[config.mk]
export PLATFORM = sky130hd
export DESIGN_NAME = flag_capture_multi_flat
export DESIGN_NICKNAME = d
export VERILOG_FILES = /design/src/rtl/flag_capture_multi_if.sv /design/src/rtl/flag_capture_multi.sv /design/src/flat_wrapper.sv
export SDC_FILE = /design/constraint.sdc
export NUM_CORES = 1
export LEC_CHECK = 0
export CAP_MARGIN = 20
export CORE_ASPECT_RATIO = 1.4
export CORE_MARGIN = 8
export CORE_UTILIZATION = 40
export CTS_CLUSTER_SIZE = 40
export DETAILED_ROUTE_END_ITERATION = 16
export SYNTH_ARGS = -nofsm -noshare
export SYNTH_HDL_FRONTEND = slang
export SYNTH_SLANG_ARGS = --single-unit
[constraint.sdc]
create_clock -name clk -period 2.1 [get_ports clk]
set_input_delay 0.42 -clock clk [delete_from_list [all_inputs] [get_ports clk]]
set_output_delay 0.42 -clock clk [all_outputs]
set_load 0.1 [all_outputs]
[src/rtl/flag_capture_multi_if.sv]
// Board-side signals of the flag entry block: button/switch inputs and status outputs.
// The slave modport is the design side; master is whoever drives the buttons.
interface flag_capture_multi_if #(
  parameter int DATA_W   = 8,
  parameter int FLAG_LEN = 38
);
  localparam int IDX_W = $clog2(FLAG_LEN + 1);

  logic              BTNL;
  logic              BTNR;
  logic [DATA_W-1:0] SW;
  logic [7:0]        disp;
  logic [IDX_W-1:0]  idx;
  logic              pass;
  logic              locked;

  modport master (output BTNL, BTNR, SW, input disp, idx, pass, locked);
  modport slave  (input BTNL, BTNR, SW, output disp, idx, pass, locked);
endinterface

[src/rtl/flag_capture_multi.sv]
// Flag entry checker: debounced buttons feed an on-the-fly comparison of FLAG_LEN
// entered symbols against SECRET, with attempt counting and a timed lockout.
module flag_capture_multi #(
  parameter int                         DATA_W    = 8,
  parameter int                         FLAG_LEN  = 38,
  parameter logic [FLAG_LEN*DATA_W-1:0] SECRET    = '0,
  parameter int                         DEB_CYC   = 4,
  parameter int                         MAX_TRIES = 3,
  parameter int                         LOCK_CYC  = 64
) (
  input  logic                 clk,
  input  logic                 rst,
  flag_capture_multi_if.slave  bus
);
  localparam int IDX_W = $clog2(FLAG_LEN + 1);
  localparam int CNT_W = (DEB_CYC > 1) ? $clog2(DEB_CYC) : 1;
  localparam int TRY_W = $clog2(MAX_TRIES + 1);
  localparam int LCK_W = (LOCK_CYC > 1) ? $clog2(LOCK_CYC) : 1;

  typedef enum logic [2:0] {
    ST_ENTRY,
    ST_CHECK,
    ST_PASS,
    ST_FAIL,
    ST_LOCK
  } state_e;

  // ---------------------------------------------------------------------------
  // Button conditioning: bit 0 = BTNL, bit 1 = BTNR.
  // ---------------------------------------------------------------------------
  logic [1:0]       btn_raw;
  logic [1:0]       sync0, sync1;
  logic [1:0]       deb;
  logic [1:0]       press;
  logic [CNT_W-1:0] deb_cnt [2];

  assign btn_raw = {bus.BTNR, bus.BTNL};

  always_ff @(posedge clk or negedge rst) begin
    if (!rst) begin
      sync0 <= '0;
      sync1 <= '0;
      deb   <= '0;
      press <= '0;
      for (int b = 0; b < 2; b++) deb_cnt[b] <= '0;
    end else begin
      // NOTE: non-blocking assignments here, so sync1 takes the pre-edge sync0
      // and the pair behaves as two real flops rather than collapsing into one.
      sync0 <= btn_raw;
      sync1 <= sync0;
      for (int b = 0; b < 2; b++) begin
        press[b] <= 1'b0;
        if (sync1[b] == deb[b]) begin
          deb_cnt[b] <= '0;
        end else if (deb_cnt[b] == CNT_W'(DEB_CYC - 1)) begin
          deb[b]     <= sync1[b];
          deb_cnt[b] <= '0;
          press[b]   <= sync1[b];
        end else begin
          deb_cnt[b] <= deb_cnt[b] + 1'b1;
        end
      end
    end
  end

  logic press_l, press_r;
  assign press_r = press[1];
  assign press_l = press[0] & ~press[1];  // a clear in the same cycle discards the entry

  // Secret symbols padded to the full idx range so idx indexes without truncation.
  logic [DATA_W-1:0] secret_sym [2**IDX_W];
  for (genvar k = 0; k < 2**IDX_W; k++) begin : g_sym
    if (k < FLAG_LEN) begin : g_real
      assign secret_sym[k] = SECRET[k*DATA_W +: DATA_W];
    end else begin : g_pad
      assign secret_sym[k] = '0;
    end
  end

  logic [7:0] echo;
  if (DATA_W >= 8) begin : g_trunc
    assign echo = bus.SW[7:0];
  end else begin : g_ext
    assign echo = {{(8 - DATA_W){1'b0}}, bus.SW};
  end

  // ---------------------------------------------------------------------------
  // Entry / check / lockout FSM with registered outputs.
  // ---------------------------------------------------------------------------
  state_e           state;
  logic [IDX_W-1:0] idx_q;
  logic             mismatch;
  logic [TRY_W-1:0] tries;
  logic [LCK_W-1:0] lock_cnt;
  logic [7:0]       disp_q;
  logic             pass_q;
  logic             locked_q;

  always_ff @(posedge clk or negedge rst) begin
    if (!rst) begin
      state    <= ST_ENTRY;
      idx_q    <= '0;
      mismatch <= 1'b0;
      tries    <= '0;
      lock_cnt <= '0;
      disp_q   <= 8'h00;
      pass_q   <= 1'b0;
      locked_q <= 1'b0;
    end else begin
      case (state)
        ST_ENTRY: begin
          if (press_r) begin
            idx_q    <= '0;
            mismatch <= 1'b0;
            disp_q   <= 8'h00;
          end else if (press_l) begin
            mismatch <= mismatch | (bus.SW != secret_sym[idx_q]);
            idx_q    <= idx_q + 1'b1;
            disp_q   <= echo;
            if (idx_q == IDX_W'(FLAG_LEN - 1)) state <= ST_CHECK;
          end
        end

        ST_CHECK: begin
          if (!mismatch) begin
            state  <= ST_PASS;
            tries  <= '0;
            pass_q <= 1'b1;
            disp_q <= 8'hA5;
          end else begin
            tries <= tries + 1'b1;
            if (tries == TRY_W'(MAX_TRIES - 1)) begin
              state    <= ST_LOCK;
              locked_q <= 1'b1;
              disp_q   <= 8'hFF;
              lock_cnt <= LCK_W'(LOCK_CYC - 1);
            end else begin
              state  <= ST_FAIL;
              disp_q <= 8'hEE;
            end
          end
        end

        ST_PASS, ST_FAIL: begin
          if (press_r) begin
            state    <= ST_ENTRY;
            idx_q    <= '0;
            mismatch <= 1'b0;
            disp_q   <= 8'h00;
            pass_q   <= 1'b0;
          end
        end

        ST_LOCK: begin
          if (lock_cnt == '0) begin
            state    <= ST_ENTRY;
            tries    <= '0;
            idx_q    <= '0;
            mismatch <= 1'b0;
            disp_q   <= 8'h00;
            locked_q <= 1'b0;
          end else begin
            lock_cnt <= lock_cnt - 1'b1;
          end
        end

        default: state <= ST_ENTRY;
      endcase
    end
  end

  assign bus.disp   = disp_q;
  assign bus.idx    = idx_q;
  assign bus.pass   = pass_q;
  assign bus.locked = locked_q;
endmodule

[src/flat_wrapper.sv]
// flat-port wrapper written by rule: the top's interface ports become plain ports
module flag_capture_multi_flat 
#(
  parameter int                         DATA_W    = 8,
  parameter int                         FLAG_LEN  = 38,
  parameter logic [FLAG_LEN*DATA_W-1:0] SECRET    = '0,
  parameter int                         DEB_CYC   = 4,
  parameter int                         MAX_TRIES = 3,
  parameter int                         LOCK_CYC  = 64
)
  (clk, rst, bus_BTNL, bus_BTNR, bus_SW, bus_disp, bus_idx, bus_pass, bus_locked);
  flag_capture_multi_if #(.DATA_W(DATA_W), .FLAG_LEN(FLAG_LEN)) bus_i ();
  input  logic clk;
  input  logic rst;
  input wire logic [$bits(bus_i.BTNL)-1:0] bus_BTNL;
  input wire logic [$bits(bus_i.BTNR)-1:0] bus_BTNR;
  input wire logic [$bits(bus_i.SW)-1:0] bus_SW;
  output wire logic [$bits(bus_i.disp)-1:0] bus_disp;
  output wire logic [$bits(bus_i.idx)-1:0] bus_idx;
  output wire logic [$bits(bus_i.pass)-1:0] bus_pass;
  output wire logic [$bits(bus_i.locked)-1:0] bus_locked;
  assign bus_i.BTNL = bus_BTNL;
  assign bus_i.BTNR = bus_BTNR;
  assign bus_i.SW = bus_SW;
  assign bus_disp = bus_i.disp;
  assign bus_idx = bus_i.idx;
  assign bus_pass = bus_i.pass;
  assign bus_locked = bus_i.locked;
  flag_capture_multi #(.DATA_W(DATA_W), .FLAG_LEN(FLAG_LEN), .SECRET(SECRET), .DEB_CYC(DEB_CYC), .MAX_TRIES(MAX_TRIES), .LOCK_CYC(LOCK_CYC)) u_core (.clk(clk), .rst(rst), .bus(bus_i));
endmodule
Yosys cells after proc, flatten, opt, wreduce, memory -nomap -nowiden
Memories as Yosys holds them, arrays and structs flattened.
Cells that the tools add are included.
{"block": "op_classes", "add_sub_neg": 5, "bitwise": 6, "magnitude_cmp": 1, "n_eq_ne": 21, "muxes": 47, "reduce_logical": 16}
{"cell": "two-way mux 8 bit", "count": 7}
{"cell": "two-way mux 6 bit", "count": 7}
{"cell": "one-hot mux 8 bit (4 select lines)", "count": 1}
{"cell": "two-way mux 3 bit", "count": 7}
{"cell": "one-hot mux 6 bit (3 select lines)", "count": 1}
{"cell": "AND reduction 4 bit", "count": 4}
{"cell": "two-way mux 2 bit", "count": 6}
{"cell": "inequality test 2 x 1 -> 1 bit (second input constant)", "count": 6}
{"cell": "one-hot mux 3 bit (4 select lines)", "count": 1}
{"cell": "one-hot mux 6 bit (2 select lines)", "count": 1}
{"cell": "two-way mux 1 bit", "count": 11}
{"cell": "inequality test 8 bit", "count": 1}
{"cell": "greater-or-equal comparator 7 bit (second input constant)", "count": 1}
{"cell": "inverter 6 -> 7 bit", "count": 1}
{"cell": "adder 2 x 1 -> 2 bit (second input constant)", "count": 3}
{"cell": "adder 6 x 1 -> 6 bit (second input constant)", "count": 1}
{"cell": "== test 2 bit (second input constant)", "count": 3}
{"cell": "== test 3 x 2 -> 1 bit (second input constant)", "count": 2}
{"cell": "== test 6 bit (second input constant)", "count": 1}
{"cell": "zero test 6 bit", "count": 1}
{"cell": "inequality test 2 bit (second input constant)", "count": 3}
{"cell": "AND reduction 2 bit", "count": 3}
{"cell": "subtractor 6 x 1 -> 6 bit (second input constant)", "count": 1}
{"cell": "two-way mux 5 bit", "count": 1}
{"cell": "other kinds (17)", "count": 22}
{"block": "word_totals", "n_memories": 1, "regBits": 40, "out_inout_bits": 16, "input_bits": 12, "rom_bits": 512, "wordCells": 112}
{"name": "(no name shown)", "words": 64, "word_bits": 8, "rd": 1, "rd_ports_with_merged_regs": 0, "write_ports": 0, "line": "flag_capture_multi.sv:117", "rtl": "mismatch <= mismatch | (bus.SW != secret_sym[idx_q]);"}

Longest topological paths before layout
Gate-level depths: netlist of the first run.
{"block": "depth", "word_depth": 9, "mapped_depth": 7, "mapped_depth_nobuf": 6}

Least setup slack after synthesis of the first run
OpenSTA, ideal clock, no wires.
{"block": "synth_timing", "kind": "reg2reg", "from": "register u_core.idx_q[0] (netlist: u_core.bus.idx[0])", "to": "register u_core.idx_q[4] (netlist: u_core.bus.idx[4])", "path_buffers": 0, "synth_period_minus_slack_ns": 1.927, "required_ns": 2.020, "stages_incl_launch_ff": 5, "setup_slack_ns": 0.173, "setup_time_ns": 0.080, "arrival_time_ns": 1.846, "path_cell_list": "dfrtp_1 ha_1 nand3_1 or3_1 o211ai_2"}
{"block": "synth_between", "elab_chain_cells": 4}
{"element": "start, declared", "line": "flag_capture_multi.sv:91", "rtl": "logic [IDX_W-1:0] idx_q;"}
{"element": "start signal, assigned", "line": "flag_capture_multi.sv:118", "rtl": "idx_q <= idx_q + 1'b1;"}
{"element": "adder 6 x 1 -> 6 bit", "line": "flag_capture_multi.sv:118"}
{"element": "two-way mux 6 bit", "line": "flag_capture_multi.sv:116", "rtl": "end else if (press_l) begin"}
{"element": "two-way mux 6 bit", "line": "flag_capture_multi.sv:112", "rtl": "if (press_r) begin"}
{"element": "one-hot mux 6 bit (3 select lines)", "line": "flag_capture_multi.sv:110", "rtl": "case (state)"}
Every way passes these cells. The select of a mux whose other input is x is not followed.
A chain may end at the register's enable or synchronous reset.

Final worst setup path of the first run
{"block": "layout_timing", "from": "register u_core.state[2]", "to": "register u_core.disp_q[2] (netlist: u_core.bus.disp[2])"}
{"block": "layout_between", "elab_chain_cells": 4, "word_cells_on_any_way": 12, "classes_between": "7 x eq/ne; 1 x mux; 4 x reduce/logical"}
{"element": "start, declared", "line": "flag_capture_multi.sv:90", "rtl": "state_e state;"}
{"element": "start signal, assigned", "line": "flag_capture_multi.sv:101", "rtl": "state <= ST_ENTRY;"}
{"element": "start signal, assigned", "line": "flag_capture_multi.sv:120", "rtl": "if (idx_q == IDX_W'(FLAG_LEN - 1)) state <= ST_CHECK;"}
{"element": "start signal, assigned", "line": "flag_capture_multi.sv:126", "rtl": "state <= ST_PASS;"}
{"element": "== test 3 x 2 -> 1 bit", "line": "flag_capture_multi.sv:110"}
{"element": "OR reduction 2 bit", "line": "flag_capture_multi.sv:110"}
{"element": "nonzero test 4 bit (no line) / inequality test 2 x 1 -> 1 bit (equally long branches)"}
{"element": "AND reduction 4 bit (no line)"}
{"element": "end signal, assigned", "line": "flag_capture_multi.sv:119", "rtl": "disp_q <= echo;"}
{"element": "end, declared", "line": "flag_capture_multi.sv:95", "rtl": "logic [7:0] disp_q;"}
Parallel ways exist; a longest one is shown, timed or not.

==> results of run 1 <==
[layout by cell type, fill, tap and decap left out, types with 2 or more instances in the layout]
cell / n
and3_1: 2
nand2_1: 12
xnor2_1: 3
nor2b_1: 4
a21oi_1: 3
buf_4: 20
nand3_1: 9
o21ai_0: 8
nor4_1: 3
inv_1: 13
nor3_1: 10
or3_1: 3
nor2_1: 6
clkdlybuf4s50_1: 10
a31oi_1: 5
mux2_2: 7
mux2i_1: 4
dfrtp_1: 40
ha_1: 7
a21o_1: 3
a22oi_1: 2
clkbuf_8: 5
nand4_1: 2
a2bb2oi_1: 3
[cell usage after synthesis, drive strengths merged, types with 2 or more instances]
cell     count
nor4         3
mux2         7
nor3b        2
nand3        9
nand2       12
nand4        2
a21o         3
nor2b        4
a2bb2oi      3
dfrtp       40
ha           7
nor2         7
o21ai        8
nor3        10
inv         13
a21oi        3
and3         2
buf          5
xnor2        3
a22oi        2
a31oi        5
mux2i        4
o211ai       2
or3          3
[worst max-delay path by stage]
| stage | start | endpoint | cells after the start |
|---|---|---|---|
| floorplan | u_core.bus.idx[0] | u_core.bus.idx[4] | 4 |
| global placement | u_core.state[0] | u_core.bus.disp[3] | 3 |
| detailed placement | u_core.state[0] | u_core.bus.disp[3] | 3 |
| CTS | u_core.state[0] | u_core.bus.disp[3] | 3 |
| global route | u_core.state[0] | u_core.bus.disp[3] | 3 |
| finish | u_core.state[2] | u_core.bus.disp[2] | 4 |
[cell families (layout without fill, tap and decap cells)]
logic type / after synthesis / in the layout
and+or+nand+nor: 63 / 63
DFF: 40 / 40
AOI/OAI and AO/OA: 35 / 35
buffers and inverters: 19 / 52
muxes: 11 / 11
adders and majority gates: 7 / 7
xor gates and xnor gates: 3 / 3
[metal layers]
metal,vias up,global-route usage,share of wire
met5,-,0,0
met4,0,0.0500,0.022
met3,8,0.0376,0.053
met2,26,0.202,0.51
met1,706,0.142,0.41
li1,700,-,-
[area by class of cell]
type | instances | area share
Clock buffer | 6 | 0.0310
Sequential cell | 40 | 0.428
Timing Repair Buffer | 31 | 0.109
Clock inverter | 2 | 0.0150
Multi-Input combinational cell | 119 | 0.362
Tap cell | 64 | 0.0342
Inverter | 13 | 0.0209
[flip-flops by register name, summed over array words and instances (netlist names), 3 cells and up]
register / cells
u_core.bus.disp: 8
u_core.bus.idx: 6
u_core.lock_cnt: 6
u_core.deb_cnt: 4
u_core.state: 3
[metrics by stage]
stage	utilization	instance area (um2)
3_3_place_gp	0.468	2230
5_1_grt	0.491	2340
2_1_floorplan	-	1940
6_report	0.491	2340
4_1_cts	0.491	2340
3_5_place_dp	0.468	2230
[power breakdown]
part           internal, mW  switching, mW  total (mW)
Clock                 0.353          0.263       0.616
Sequential            0.935          0.129        1.06
Combinational         0.327          0.961        1.29
Total                  1.61           1.35        2.97
==> impl_metrics.ini, run 1 <==
[logic_synthesis]
synth_xor_area_frac = 0.0135
ys_ff_latch = 40
synth_top_family_by_area = simple AND/OR/NAND/NOR gates
yosys_warnings = 0
netlist_instances = 178
synthAdderAreaFrac = 0.0451
yosys.area.top_type = dfrtp_1
syn_avg_cell_area_um2 = 10.9
yosys-top-cells-area = dfrtp_1 (52%), ha_1 (4.5%), mux2_2 (4.1%), nor3_1 (2.6%), inv_1 (2.5%)
netlist_area_um2 = 1940
synth_mux_area_frac = 0.0612
ys_seq_area_frac = 0.515
yosysTopAreaCellShare = 0.515
synth-compound-area-share = 0.129
synth_nets = 197
async_reset_ff_frac = 1.00
yosys.area_share.simple = 0.187
synth-edff-count = 0
synth_cell_types = 48
ys.flop_type = dfrtp_1

[final_layout]
nNetsFinal = 229
drive_gt1_frac = 0.190
syn_to_final_growth_pct = 20.4
multi_input_area_um2 = 847
fin_cells = 275
seq_area_um2 = 1000
fillers = 464
antenna_cells = 0

[clock_tree]
postCtsResizedCells = 0
clkLatencyLatePin_ns = 0.29
clockBufferDepth = 2
cts_tree = yes
cts.sinks = 40
clk_pin_slew_ns = 0.07
holdBufCountCts = 0
htreeDepth = 2
cts_root_buffer = clkbuf_8
cts_buffers = 5
post-cts-setup-buffers = 0

[place]
port_buffers = 27
globalplace.congestion = 0.800
dp_hpwl_um = 3150
dpl_worst_slack_ns = 0.241
place_inst = 267

[grt]
gr-total-overflow = 0
antenna_found_initial = 0
grt_first_pass_wirelength_um = 7020
grt.total_usage = 0.123
grt_start_max_net_pins = 41
first_global_vias = 1465

[sta]
rsz0062_at_grt = false
relSlewSlack = 0.376
worst_pin_slew_ns = 0.929
period_share = 0.899
period_minus_slack_ns = 1.89
timing.fmax_ghz = 0.529
clock_skew_ns = 0.0133
finalSetupViolCount = 0
holdWs_ns = 0.178
slew_violations = 0
finalSetupTns_ns = 0
hold_viol = 0
setup_slack_ns = 0.211

[setup_path]
reg2reg_depth = 4
cp.required_ns = 2.32
reg2reg_to = u_core.bus.disp[2]
cp_top_family = simple AND/OR/NAND/NOR gates
crit_chain = nor3b_4 > nor3_1 > a21o_1 > mux2_2
worst-path-max-fanout = 9
cp.arrival_ns = 2.11
start_kind = flip-flop
ff2ff_setup_slack_ns = 0.21
cp_slowest_cell = nor3_1
cp-end-kind = flip-flop
critPathMaxStageDelay_ns = 0.77
crit-reg2reg-launch = u_core.state[2]
worst-path-buf-inv = 0
critPathKind = flip-flop to flip-flop

[power]
peakVddDrop_mv = 1.25
finalPower_mw = 2.97
powerDensity_nw_per_um2 = 1270
p_leak_nw = 1.09

[run_status]
status = completed

[floorplan]
fp-row-count = 30
start_util = 0.408
ios = 28
die_h_um = 98.5
fp.dieW_um = 74.9
core-area_um2 = 4770
dieArea_um2 = 7380

[run]
maxCapViolCount = 0

[hold_path]
min_path_type = primary input to async pin

[route]
vias_per_cell = 5.24
drc = 0
vias = 1440
ant_nets = 0
firstDrtPassIters = 4
wl_um = 4230
wl_per_cell_um = 15.4
drtIter0Drc = 41
(Power assumes the default switching activity.)
==> run 2, diff against run 1 <==
CAP_MARGIN = unset   (was 20)
TNS_END_PERCENT = 100   (was unset)
==> results of run 2 <==
No change in the layout: final DEF, timing and power equal those of run 1.
==> run 3, diff against run 2 <==
CORE_UTILIZATION = 45   (was 40)
PLACE_DENSITY = 0.68   (was unset)
==> run 3 against run 2 <==
Global-route usage grew 0.62 points. Total power shrank 0.19%. Sequential power about the same. Wire length down 3.1%. Clock skew shrank 0.0093 ns. Register-to-register slack gained 0.04 ns. First-iteration DRC count shrank 37%. Final cell count decreased by 6.5%. Critical path depth unchanged. Largest power group unchanged.
==> impl_metrics.ini, run 3 (synthesis results as in run 1) <==
[run_status]
status = completed

[place]
dp_hpwl_um = 3190
globalplace.congestion = 0.822
port_buffers = 27

[sta]
slew_violations = 0
timing.fmax_ghz = 0.542
period_share = 0.879
rsz0062_at_grt = false
worst_pin_slew_ns = 0.772
period_minus_slack_ns = 1.85
relSlewSlack = 0.484
clock_skew_ns = 0.00398
hold_viol = 0
finalSetupViolCount = 0
finalSetupTns_ns = 0

[final_layout]
drive_gt1_frac = 0.198
seq_area_um2 = 1000
fillers = 385
nNetsFinal = 230
largest_reg_flops = 8
syn_to_final_growth_pct = 19.8
antenna_cells = 0
final_common_cell = dfrtp_1
multi_input_area_um2 = 847
final_cell_mix = dfrtp_1 (40), buf_4 (21), inv_1 (13), nand2_1 (12)

[clock_tree]
clk_pin_slew_ns = 0.08
clkLatencyLatePin_ns = 0.29
postCtsResizedCells = 0
htreeDepth = 2
clockBufferDepth = 2
holdBufCountCts = 0
cts.sinks = 40
cts_root_buffer = clkbuf_8
post-cts-setup-buffers = 0
cts_buffers = 5
cts_tree = yes

[route]
drc = 0
vias = 1453
drtIter0Drc = 26
wl_um = 4100
ant_nets = 0
firstDrtPassIters = 6
wl_per_cell_um = 15.9
vias_per_cell = 5.65

[grt]
antenna_found_initial = 0
met3_usage = 0.0374
gr-total-overflow = 0
use_met1 = 0.135
grt_use_met2 = 0.231
first_global_vias = 1500
grt_start_max_net_pins = 41
top_usage_layer = met2
grt.total_usage = 0.129
grt_first_pass_wirelength_um = 6940

[setup_path]
worst-path-max-fanout = 10
cp-end-kind = flip-flop
crit_chain = nor3b_4 > nand3_1 > o311ai_2 > mux2_2
critPathMaxStageDelay_ns = 0.51
start_kind = flip-flop
cp.required_ns = 2.28
reg2reg_depth = 4
cp_slowest_cell = dfrtp_1
critPathKind = flip-flop to flip-flop
cp.arrival_ns = 2.02

[power]
peakVddDrop_mv = 0.966
powerDensity_nw_per_um2 = 1270
finalPower_mw = 2.96
p_leak_nw = 1.10

[floorplan]
ios = 28
fp-row-count = 28
fp.dieW_um = 71.5
start_util = 0.462
dieArea_um2 = 6710
die_h_um = 93.8
core-area_um2 = 4200

[run]
maxCapViolCount = 0

[hold_path]
min_path_type = primary input to async pin
-- run 3: final cells by class --
| class | count | area share |
|---|---|---|
| sequential | 40 | 0.430 |
| multi-input combinational | 119 | 0.364 |
| timing repair buffer | 32 | 0.113 |
| clock buffer | 5 | 0.0296 |
| tap | 45 | 0.0242 |
| inverter | 13 | 0.0210 |
| clock inverter | 3 | 0.0183 |
-- run 3: worst paths after layout --
| path | start | to | slack [ns] |
|---|---|---|---|
| max in group asynchronous | rst | u_core.bus.disp[3] | 1.59 |
| worst max register to register | u_core.state[1] | u_core.bus.disp[3] | 0.25 |
| worst min register to register | u_core.sync0[0] | u_core.sync1[0] | 0.36 |
| worst max-delay path | u_core.state[1] | u_core.bus.disp[3] | 0.25 |
| worst min-delay path | rst | u_core.lock_cnt[4] | 0.17 |
| min in group clk | u_core.sync0[0] | u_core.sync1[0] | 0.36 |
-- run 3: layer usage --
metal	vias up	wire, um
met4	0	110
met1	709	1610
met2	28	2190
met3	11	178
met5	-	0
li1	705	-
-- run 3: power by group --
part / switching [mW] / internal, mW
logic: 0.958 / 0.327
registers: 0.128 / 0.935
clock network: 0.263 / 0.351
-- run 3: per-stage QoR --
stage                      util  hold WS, ns  instance area (um2)  cells  setup WS [ns]
after floorplan               -        0.124                 1940    178          0.173
after global placement    0.527        0.334                 2220    249          0.295
after detailed placement  0.527        0.345                 2220    249          0.264
after CTS                 0.554        0.188                 2330    257          0.252
after global routing      0.554        0.224                 2330    257          0.121
final                     0.554        0.174                 2330    257          0.254
-- run 3: worst max-delay path, delay by kind of cell (launching register included) --
kind	cells	cell delay, ns
AO/OA/AOI/OAI	1	0.25
flip-flops	1	0.51
multiplexers	1	0.41
AND/OR/NAND/NOR	2	0.55
